<file path="src/rtl/alu_acc_seq_pkg.sv">
// Shared opcode and state definitions for the accumulator ALU.
// The decoder, this block and the benches all import this one package.
package alu_acc_seq_pkg;

    typedef enum logic [3:0] {
        OP_CLA = 4'd0,
        OP_COM = 4'd1,
        OP_SHR = 4'd2,
        OP_CSL = 4'd3,
        OP_ADD = 4'd4,
        OP_STA = 4'd5,
        OP_LDA = 4'd6,
        OP_SUB = 4'd7,
        OP_MUL = 4'd8
    } opcode_e;

    typedef enum logic {
        S_IDLE = 1'b0,
        S_MUL  = 1'b1
    } state_e;

endpackage

</file>
<file path="src/rtl/alu_mul_seq.sv">
// Shift-add multiplier, one multiplier bit per clock.
// done and product are valid together on the final step, so the owner can capture the result on that edge.
module alu_mul_seq #(
    parameter int WIDTH = 8
) (
    input  logic               clk,
    input  logic               rst_n,
    input  logic               start,
    input  logic [WIDTH-1:0]   multiplicand,
    input  logic [WIDTH-1:0]   multiplier,
    output logic               busy,
    output logic               done,
    output logic [2*WIDTH-1:0] product
);

    localparam int CW = $clog2(WIDTH + 1);

    logic [CW-1:0]      cnt;
    logic [2*WIDTH-1:0] mcand;
    logic [2*WIDTH-1:0] prod;
    logic [2*WIDTH-1:0] prod_nxt;
    logic [WIDTH-1:0]   mplier;

    assign busy     = (cnt != '0);
    assign done     = (cnt == CW'(1));
    assign prod_nxt = prod + (mplier[0] ? mcand : '0);
    assign product  = prod_nxt;

    // NOTE: sequential state uses non-blocking assignments so every register samples pre-edge values.
    always_ff @(posedge clk or negedge rst_n) begin
        if (!rst_n) begin
            cnt    <= '0;
            mcand  <= '0;
            mplier <= '0;
            prod   <= '0;
        end else if (start) begin
            cnt    <= CW'(WIDTH);
            mcand  <= {{WIDTH{1'b0}}, multiplicand};
            mplier <= multiplier;
            prod   <= '0;
        end else if (busy) begin
            prod   <= prod_nxt;
            mcand  <= mcand << 1;
            mplier <= mplier >> 1;
            cnt    <= cnt - CW'(1);
        end
    end

endmodule

</file>
<file path="src/rtl/alu_acc_seq.sv">
// Clocked accumulator ALU with carry/zero flags, valid/ready command intake
// and a multi-cycle multiply delegated to alu_mul_seq.
module alu_acc_seq
    import alu_acc_seq_pkg::*;
#(
    parameter int WIDTH = 8,
    parameter int OPW   = 4
) (
    input  logic             clk,
    input  logic             rst_n,
    input  logic             in_valid,
    output logic             in_ready,
    input  logic [OPW-1:0]   op,
    input  logic [WIDTH-1:0] operand,
    output logic [WIDTH-1:0] acc,
    output logic             carry,
    output logic             zero,
    output logic [WIDTH-1:0] store_data,
    output logic             store_valid,
    output logic             done,
    output logic             err
);

    state_e               state, state_nxt;
    logic                 accept;
    logic                 mul_start;
    logic                 mul_busy;
    logic                 mul_done;
    logic [2*WIDTH-1:0]   mul_product;
    logic [WIDTH:0]       add_sum;
    logic [WIDTH:0]       sub_diff;

    assign accept   = in_valid && in_ready;
    assign zero     = (acc == '0);
    // The extra top bit carries out of ADD and borrows out of SUB.
    assign add_sum  = {1'b0, acc} + {1'b0, operand};
    assign sub_diff = {1'b0, acc} - {1'b0, operand};

    alu_mul_seq #(.WIDTH(WIDTH)) u_mul (
        .clk          (clk),
        .rst_n        (rst_n),
        .start        (mul_start),
        .multiplicand (acc),
        .multiplier   (operand),
        .busy         (mul_busy),
        .done         (mul_done),
        .product      (mul_product)
    );

    always_ff @(posedge clk or negedge rst_n) begin
        if (!rst_n) state <= S_IDLE;
        else        state <= state_nxt;
    end

    // NOTE: every output of this block gets a default first, so no path can infer a latch.
    always_comb begin
        state_nxt = state;
        in_ready  = 1'b0;
        mul_start = 1'b0;
        case (state)
            S_IDLE: begin
                in_ready = 1'b1;
                if (in_valid && op == OPW'(OP_MUL)) begin
                    mul_start = 1'b1;
                    state_nxt = S_MUL;
                end
            end
            S_MUL: begin
                if (mul_done) state_nxt = S_IDLE;
            end
            default: state_nxt = S_IDLE;
        endcase
    end

    always_ff @(posedge clk or negedge rst_n) begin
        if (!rst_n) begin
            acc         <= '0;
            carry       <= 1'b0;
            store_data  <= '0;
            store_valid <= 1'b0;
            done        <= 1'b0;
            err         <= 1'b0;
        end else begin
            done        <= 1'b0;
            err         <= 1'b0;
            store_valid <= 1'b0;
            if (state == S_MUL && mul_done) begin
                acc   <= mul_product[WIDTH-1:0];
                carry <= |mul_product[2*WIDTH-1:WIDTH];
                done  <= 1'b1;
            end else if (accept) begin
                done <= (op != OPW'(OP_MUL));
                case (op)
                    OPW'(OP_CLA): begin
                        acc   <= '0;
                        carry <= 1'b0;
                    end
                    OPW'(OP_COM): acc <= ~acc;
                    OPW'(OP_SHR): begin
                        acc   <= {1'b0, acc[WIDTH-1:1]};
                        carry <= acc[0];
                    end
                    OPW'(OP_CSL): begin
                        acc   <= {acc[WIDTH-2:0], acc[WIDTH-1]};
                        carry <= acc[WIDTH-1];
                    end
                    OPW'(OP_ADD): {carry, acc} <= add_sum;
                    OPW'(OP_STA): begin
                        store_data  <= acc;
                        store_valid <= 1'b1;
                    end
                    OPW'(OP_LDA): acc <= operand;
                    OPW'(OP_SUB): {carry, acc} <= sub_diff;
                    OPW'(OP_MUL): ;
                    default:      err <= 1'b1;
                endcase
            end
        end
    end

    // The multiplier must stay busy for as long as the FSM waits on it.
    mul_busy_in_mul: assert property (@(posedge clk) disable iff (!rst_n)
        (state == S_MUL) |-> mul_busy);

endmodule
</file>
<file path="config.mk">
export PLATFORM = sky130hd
export DESIGN_NAME = alu_acc_seq
export DESIGN_NICKNAME = d
export VERILOG_FILES = /design/src/rtl/alu_acc_seq_pkg.sv /design/src/rtl/alu_mul_seq.sv /design/src/rtl/alu_acc_seq.sv
export SDC_FILE = /design/constraint.sdc
export NUM_CORES = 1
export LEC_CHECK = 0
export ABC_AREA = 0
export CORE_MARGIN = 2
export CORE_UTILIZATION = 35
export CTS_CLUSTER_SIZE = 40
export DETAILED_ROUTE_END_ITERATION = 16
export PLACE_DENSITY_LB_ADDON = 0.15
export SKIP_LAST_GASP = 1
export SYNTH_ARGS = -nofsm -noshare
export SYNTH_HDL_FRONTEND = slang
export SYNTH_SLANG_ARGS = --single-unit
</file>
<file path="constraint.sdc">
create_clock -name clk -period 6.07 [get_ports clk]
set_input_delay 1.214 -clock clk [delete_from_list [all_inputs] [get_ports clk]]
set_output_delay 1.214 -clock clk [all_outputs]
set_load 0.01 [all_outputs]
</file>
---- Yosys cells after proc, flatten, opt, wreduce, memory -nomap -nowiden ----
Cells that the tools add are included.
W data, S select, Z words.
storage, ports and cells
  memories ................................ 0
  RAM bits ................................ 0
  latch bits .............................. 0
  word-level logic and storage cells ...... 71
  output and inout bits ................... 22
  memory bits (read-only) ................. 0
  bits of input ports ..................... 15
  bits in registers ....................... 65
operators by class
  div/mod/pow operators ................... 0
  shifts and indexed selects .............. 0
  reduce and logical (&&, ||, !) cells .... 15
  $add $sub $neg .......................... 4
  equal/unequal tests ..................... 10
  multiplexer cells ....................... 28
  multipliers ............................. 0
  magnitude comparators ................... 0
  bitwise gates (word level) .............. 3
operator list
  operator              count
  $mux W16              5
  $pmux W8 S7           1
  $mux W8               4
  $add A16 B16 Y16      1
  $eq A4 B3 Y1 const B  4
  $mux W1               14
  $add A8 B8 Y9         1
  $reduce_or A9 Y1      1
  $sub A8 B8 Y9         1
  $eq A4 B1 Y1 const B  2
  $eq A4 B2 Y1 const B  2
  $logic_not A8 Y1      1
  $mux W4               2
  $not A8 Y8            1
  $reduce_bool A8 Y1    1
  $reduce_or A8 Y1      1
  $reduce_bool A6 Y1    1
  $pmux W1 S5           1
  $eq A4 B4 Y1 const B  1
  $logic_not A4 Y1      1
  $ne A4 B4 Y1 const B  1
  $reduce_and A2 Y1     2
  $reduce_bool A2 Y1    2
  $reduce_bool A4 Y1    1
  other kinds (5)       8

---- Longest topological paths before layout ----
Gate-level depths: netlist of run 1.
  depth in word-level cells ............... 5
  depth in mapped cells ................... 12
  gate-level depth less buffers ........... 12

---- Hierarchy ----
Synthesis of run 1 repeated with hierarchy kept, for this count alone.
second synthesis, totals
  cells, all modules ...................... 580
  area total of the unflattened synthesis .. 4954.8 µm²
modules (own cells, without submodules)
  module       area an instance (µm²)  instances  cells each
  alu_mul_seq  2845.2                  1          327
  alu_acc_seq  2109.5                  1          253

---- Worst setup path after synthesis of run 1 ----
No wires, ideal clock.
  kind .................................... input-to-reg
  start ................................... input operand[0]
  end ..................................... register carry
  slack ................................... 3.063 ns
  stages .................................. 11
  arrival ................................. 2.876 ns
  setup time .............................. 0.132 ns
  path buffers ............................ 0
  path through ............................ ha_1 -> fa_1 -> nor2b_1 -> o21ai_0 -> a21boi_0 -> o21ai_0 -> a21oi_1 -> o21ai_0 -> a221oi_1 -> o21a_1 -> a31oi_1
between the ends
  longest elaborated chain between the ends .. 4
  elaborated cells between the ends (all ways) .. 5
  classes of those cells .................. add/sub: 2; mux: 3
ends and longest elaborated chain
  what                                                   line                                  source
  start, declared                                        alu_acc_seq.sv:14                     input logic [WIDTH-1:0] operand,
  $sub A8 B8 Y9 / $add A8 B8 Y9 (equally long branches)  alu_acc_seq.sv:37, alu_acc_seq.sv:36
  $pmux W1 S5 *                                          alu_acc_seq.sv:93                     case (op)
  $mux W1 *                                              alu_acc_seq.sv:91                     end else if (accept) begin
  $mux W1 *                                              alu_acc_seq.sv:87                     if (state == S_MUL && mul_done) begin
  end signal, assigned                                   alu_acc_seq.sv:89                     carry <= |mul_product[2*WIDTH-1:WIDTH];
  end signal, assigned                                   alu_acc_seq.sv:101                    carry <= acc[0];
  end signal, assigned                                   alu_acc_seq.sv:105                    carry <= acc[WIDTH-1];
  end, declared                                          alu_acc_seq.sv:16                     output logic carry,
Every way passes the cells marked *; elsewhere a longest branch is shown, timed or not. The select of a mux whose other input is x is not followed.
A chain may end at the register's enable or synchronous reset.

---- Final worst setup path of run 1 ----
Ends and elaborated chain as after synthesis.

==> results of run 1 <==
-- cell families after synthesis --
group	synth area share, %
flip-flops	35.5
XOR/XNOR	3.25
multiplexers	8.14
AND/OR/NAND/NOR	18.7
buffers and inverters	3.80
AO/OA/AOI/OAI	20.0
adder cells (fa/ha/maj)	10.6
-- cell usage after synthesis, types with 3 or more instances --
master and n:
sky130_fd_sc_hd__o31ai_1 4, sky130_fd_sc_hd__a31oi_1 4, sky130_fd_sc_hd__fa_1 3, sky130_fd_sc_hd__nand2_1 50, sky130_fd_sc_hd__nor2b_1 10, sky130_fd_sc_hd__clkbuf_1 15, sky130_fd_sc_hd__o21ai_0 25, sky130_fd_sc_hd__dfrtp_1 65
sky130_fd_sc_hd__a22oi_1 5, sky130_fd_sc_hd__a211o_1 3, sky130_fd_sc_hd__buf_2 4, sky130_fd_sc_hd__a221oi_1 9, sky130_fd_sc_hd__nor2_1 76, sky130_fd_sc_hd__o21bai_1 5, sky130_fd_sc_hd__and2_1 16, sky130_fd_sc_hd__a21oi_1 36
sky130_fd_sc_hd__xnor2_1 16, sky130_fd_sc_hd__a21o_1 8, sky130_fd_sc_hd__inv_1 25, sky130_fd_sc_hd__ha_1 34, sky130_fd_sc_hd__nor3_1 12, sky130_fd_sc_hd__o21a_1 5, sky130_fd_sc_hd__o221a_2 4, sky130_fd_sc_hd__nand3_1 9
sky130_fd_sc_hd__mux2i_1 35
-- stage by stage --
step                hold WS, ns  util [%]  instance area (µm²)
finish                    0.483      43.0                 5470
global route              0.506      43.0                 5470
CTS                       0.487      43.0                 5470
detailed placement        0.470      40.1                 5110
global placement          0.461      40.1                 5110
floorplan                 0.468         -                 4580
-- power breakdown --
part | switching [mW] | leakage [nW] | internal, mW | total [mW]
clock network | 0.198 | 0.176 | 0.441 | 0.639
registers | 0.182 | 0.846 | 0.598 | 0.780
logic | 0.577 | 1.45 | 0.493 | 1.07
-- routing by layer --
metal	up-vias	routed length [µm]	track usage, %	share of wire (%)
li1	1909	-	-	-
met1	1935	5960	25.9	49
met2	99	5540	27.9	45
met3	18	574	4.30	4.7
met4	0	206	6.70	1.7
met5	-	0	0	0
-- area by class of cell --
class / instances / area (µm²) / area share [%]
Multi-Input combinational cell: 410 / 2790 / 51.0
Clock buffer: 10 / 229 / 4.19
Timing Repair Buffer: 40 / 385 / 7.05
Clock inverter: 6 / 130 / 2.38
Tap cell: 172 / 215 / 3.94
Inverter: 25 / 93.8 / 1.72
Sequential cell: 65 / 1630 / 29.8
-- flip-flops by register name (all words and copies together), names as in the netlist --
signal / flops
u_mul.prod: 16
store_data: 8
done: 1
store_valid: 1
state: 1
acc: 8
err: 1
u_mul.mcand: 16
u_mul.mplier: 8
u_mul.cnt: 4
carry: 1
-- critical path, cell delays in order --
cell,delay (ns)
sky130_fd_sc_hd__clkdlybuf4s50_1,0.49
sky130_fd_sc_hd__ha_1,0.27
sky130_fd_sc_hd__fa_1,0.42
sky130_fd_sc_hd__nor2b_1,0.13
sky130_fd_sc_hd__o21ai_0,0.10
sky130_fd_sc_hd__a21boi_0,0.19
sky130_fd_sc_hd__o21ai_0,0.12
sky130_fd_sc_hd__a21oi_1,0.17
sky130_fd_sc_hd__o21ai_0,0.09
sky130_fd_sc_hd__a221oi_1,0.50
sky130_fd_sc_hd__o21a_1,0.19
sky130_fd_sc_hd__a31oi_1,0.04
-- path summary, 6_finish.rpt --
check                                      from              end  slack, ns  depth (start not counted)
worst min register to register    store_data[2]    store_data[2]       0.48                          2
min in group asynchronous                 rst_n  u_mul.mplier[4]       1.04                          2
worst max register to register  u_mul.mplier[0]   u_mul.prod[14]       2.90                         12
worst min-delay path              store_data[2]    store_data[2]       0.48                          2
max in group asynchronous                 rst_n             done       4.44                          2
worst max-delay path                 operand[0]            carry       2.34                         12
-- placed cells by master (no fill, tap or decap), types with 4 or more instances in the layout --
master	instances
sky130_fd_sc_hd__a21oi_1	36
sky130_fd_sc_hd__a221oi_1	9
sky130_fd_sc_hd__clkbuf_16	9
sky130_fd_sc_hd__and2_1	16
sky130_fd_sc_hd__inv_1	25
sky130_fd_sc_hd__buf_4	4
sky130_fd_sc_hd__o221a_2	4
sky130_fd_sc_hd__a21o_1	8
sky130_fd_sc_hd__nand2_1	50
sky130_fd_sc_hd__a22oi_1	5
sky130_fd_sc_hd__dfrtp_1	65
sky130_fd_sc_hd__o21ai_0	25
sky130_fd_sc_hd__o31ai_1	4
sky130_fd_sc_hd__nand3_1	9
sky130_fd_sc_hd__nor2b_1	10
sky130_fd_sc_hd__o21a_1	5
sky130_fd_sc_hd__clkdlybuf4s50_1	35
sky130_fd_sc_hd__nor3_1	12
sky130_fd_sc_hd__nor2_1	76
sky130_fd_sc_hd__ha_1	34
sky130_fd_sc_hd__bufinv_16	4
sky130_fd_sc_hd__o21bai_1	5
sky130_fd_sc_hd__xnor2_1	16
sky130_fd_sc_hd__a31oi_1	4
sky130_fd_sc_hd__mux2i_1	35
==> flow_summary.toml, run 1 <==
[synth]
yosysTopAreaCell = "sky130_fd_sc_hd__dfrtp_1"
proportion_of_synthesized_flip_flops_having_asynchronous_set_or_reset_pct = 100
post_synth_num_cell_types = 58
syn-cell-area_um2 = 4580
netlist_top_cells_area = "sky130_fd_sc_hd__dfrtp_1 36%, sky130_fd_sc_hd__ha_1 9.3%, sky130_fd_sc_hd__mux2i_1 7.6%, sky130_fd_sc_hd__nor2_1 6.2%, sky130_fd_sc_hd__nand2_1 4.1%"
postSynthAreaPerCell_um2 = 8.81
gate_count_of_the_mapped_netlist = 520
synth-seq-cells = 65
synth_sequential_area_ratio_pct = 35.5
synth_nets = 572
yosysWarningCount = 0
synth_ff_type = "sky130_fd_sc_hd__dfrtp_1"
synth_edf_count = 0
yosysTopAreaCellShare_pct = 35.5

[layout]
design.final.nets = 603
layout_cell_share_with_drive_strength_beyond_1_pct = 6.47
antenna-diode-count = 0
fillCellCount = 1324
instances_no_fill = 728
area_delta_synth_final_pct = 19.3

[global_routing]
globalRouteTotalUtil_pct = 18.5
grt_first_pass_wirelength_um = 20500
global_route.overflow_total = 0
initial_antenna_violation_count = 0
vias_in_the_first_global_route = 3909
grt_max_degree = 66

[floorplanning]
die_h_um = 118
core-area_um2 = 12700
die_area_um2 = 14000
initial_core_util_pct = 36.0
rows = 41
design.portCount = 37
die_w_um = 118

[sta]
tightestPinTransition_ns = 1.20
timing.final.ws_setup_ns = 2.34
unrepaired_setup_endpoints_after_global_routing = "false"
finalSetupViolCount = 0
fin_setup_tns_ns = 0
maxClockFrequency_mhz = 268
fin_crit_period_ns = 3.73
finalHoldViolations = 0
clock-skew-final_ns = 0.0130
timing.final.max_slew_violations = 0
timing.max_slew.rel_slack_pct = 20.3
timing.final.crit_share_pct = 61.4

[routing]
route.detailed.wl_per_inst_um = 16.9
drt_first_pass_iters = 6
detail-route-antenna-nets = 0
routed_via_density = 5.44
drt_wl_total_um = 12300
drc = 0
drt-initial-drc-count = 255
via_count = 3961

[placed_design]
globalplace.congestion = 0.899
dpl.hpwl_um = 8820
worst_case_setup_slack_after_placement_ns = 2.06
dp_cells = 712
io_buffer_count = 36

[clocking]
cts.path.max_buffers = 2
insertion_delay_ns = 0.35
tritoncts.num_buffers = 9
tritoncts = "built"
cts.sink_count = 65
cts-root-buf = "sky130_fd_sc_hd__clkbuf_16"
postCtsHoldBufs = 0
postCtsSetupBuffers = 0
cts_htree_levels = 3
clkSlewWorstSetupHoldPaths_ns = 0.06
post_cts_resized = 0

[setup_path]
worst_setup_path_start_kind = "input pin"
critPathRequiredTime_ns = 6.28
timing.critical_path.to_type = "register"
timing.setup.critical_path_class = "in2reg"
worst-path-max-fanout = 4
critPathArrivalTime_ns = 3.94

[outcome]
status = "finished clean"

[pwr]
power.leakage_nw = 2.47
total_power_mw = 2.49
ir_worst_vdd_mv = 0.146
pwr_dens_nw_per_um2 = 455

[worst_hold_path]
hold_path.class = "reg2reg"

[flow_run]
timing.max_cap.violations = 0
Power figures use the tool's default switching activity.
==> inputs of run 2 (changes only) <==
==> constraint.sdc (replaced) <==
create_clock -name clk -period 3.6 [get_ports clk]
set_input_delay 0.72 -clock clk [delete_from_list [all_inputs] [get_ports clk]]
set_output_delay 0.72 -clock clk [all_outputs]
set_load 0.01 [all_outputs]
==> flow_summary.toml, run 2 (synthesis gave the netlist of run 1 again) <==
[clocking]
post_cts_resized = 0
clkSlewWorstSetupHoldPaths_ns = 0.06
insertion_delay_ns = 0.33
postCtsHoldBufs = 0
tritoncts.num_buffers = 9
cts.path.max_buffers = 2
cts_htree_levels = 3
tritoncts = "built"
cts-root-buf = "sky130_fd_sc_hd__clkbuf_16"
cts.sink_count = 65
postCtsSetupBuffers = 0

[sta]
fin_setup_tns_ns = 0
unrepaired_setup_endpoints_after_global_routing = "false"
timing.max_slew.rel_slack_pct = 42.1
fin_crit_period_ns = 3.24
hold_slack_ns = 0.480
maxClockFrequency_mhz = 308
tightestPinTransition_ns = 0.868
timing.final.max_slew_violations = 0
finalSetupViolCount = 0
clock-skew-final_ns = 0.00866
finalHoldViolations = 0
timing.final.crit_share_pct = 90.1

[layout]
layout.cells.most_common_list = "76 x sky130_fd_sc_hd__nor2_1, 65 x sky130_fd_sc_hd__dfrtp_1, 50 x sky130_fd_sc_hd__nand2_1, 36 x sky130_fd_sc_hd__a21oi_1"
fillCellCount = 1329
sequential_cell_area_um2 = 1630
layout_cell_share_with_drive_strength_beyond_1_pct = 8.76
area_delta_synth_final_pct = 20.5
final_core_util_pct = 43.4
layout_top_registers = "u_mul.mcand (16), u_mul.prod (16)"
antenna-diode-count = 0
multi_input_area_um2 = 2790
design_area_um2 = 5520
layout_commonest_cell = "sky130_fd_sc_hd__nor2_1"
design.final.nets = 618

[global_routing]
globalRouteTotalUtil_pct = 18.0
grt_max_degree = 66
grt_first_pass_wirelength_um = 20100
global_route.overflow_total = 0
initial_antenna_violation_count = 0
vias_in_the_first_global_route = 3872

[routing]
routed_via_density = 5.34
drc = 0
drt-initial-drc-count = 268
drt_first_pass_iters = 5
route.detailed.wl_per_inst_um = 16.3
via_count = 3965
drt_wl_total_um = 12100
detail-route-antenna-nets = 0

[floorplanning]
design.portCount = 37
die_area_um2 = 14000
rows = 41
initial_core_util_pct = 36.0
die_h_um = 118
die_w_um = 118
core-area_um2 = 12700

[outcome]
status = "finished clean"

[setup_path]
timing.setup.critical_path_class = "reg2reg"
timing.critical_path.to_type = "register"
critPathRequiredTime_ns = 3.81
worst_setup_path_start_kind = "register"
worst-path-max-fanout = 9
critPathArrivalTime_ns = 3.46

[placed_design]
dpl.hpwl_um = 8990
globalplace.congestion = 0.917
instance_area_after_placement_um2 = 5230
io_buffer_count = 36

[pwr]
power.leakage_nw = 2.51
pwr_dens_nw_per_um2 = 727
ir_worst_vdd_mv = 0.242
total_power_mw = 4.01

[worst_hold_path]
hold_path.class = "reg2reg"

[flow_run]
timing.max_cap.violations = 0
-- run 2: area by class of cell --
class	count	area share (%)
Tap cell	172	3.90
Multi-Input combinational cell	410	50.5
Timing Repair Buffer	55	9.25
Clock buffer	11	4.22
Sequential cell	65	29.5
Inverter	25	1.70
Clock inverter	5	1.02
-- run 2: metrics by stage --
stage	std cells	setup slack, ns
CTS	743	0.366
global route	743	0.0853
finish	743	0.356
global placement	727	0.345
detailed placement	727	0.306
floorplan	520	0.997
-- run 2: per-layer routing --
layer,part of all wire [%],up-vias,wire (µm),track usage (%)
li1,-,1931,-,-
met2,45,88,5490,27.3
met4,0.92,0,111,5.51
met5,0,-,0,0
met3,4.6,9,562,4.78
met1,49,1937,5950,25.1
-- run 2: worst max-delay path: stages (launching register included) --
cell and delay [ns]:
sky130_fd_sc_hd__dfrtp_1 0.55, sky130_fd_sc_hd__and2_1 0.25, sky130_fd_sc_hd__ha_1 0.23, sky130_fd_sc_hd__fa_1 0.44, sky130_fd_sc_hd__a211o_1 0.28, sky130_fd_sc_hd__o211ai_1 0.17
sky130_fd_sc_hd__o2111ai_1 0.20, sky130_fd_sc_hd__a31o_1 0.26, sky130_fd_sc_hd__a21oi_1 0.17, sky130_fd_sc_hd__xor2_1 0.31, sky130_fd_sc_hd__nor2_1 0.07, sky130_fd_sc_hd__a21oi_1 0.15
sky130_fd_sc_hd__nor2_1 0.05
-- run 2: report_power, final --
| part | switching [mW] | leakage [nW] | total [mW] | internal [mW] |
|---|---|---|---|---|
| Combinational | 1.04 | 1.53 | 1.91 | 0.864 |
| Sequential | 0.243 | 0.846 | 1.25 | 1.01 |
| Clock | 0.318 | 0.139 | 0.852 | 0.534 |
-- run 2: worst paths after layout --
kind,startpoint,endpoint,slack (ns),cells past startpoint
max in group asynchronous,rst_n,u_mul.cnt[3],2.44,2
worst max register to register,u_mul.mplier[0],u_mul.prod[14],0.36,12
worst min register to register,store_data[6],store_data[6],0.48,2
min in group asynchronous,rst_n,u_mul.mplier[1],0.54,2
worst max-delay path,u_mul.mplier[0],u_mul.prod[14],0.36,12
worst min-delay path,store_data[6],store_data[6],0.48,2
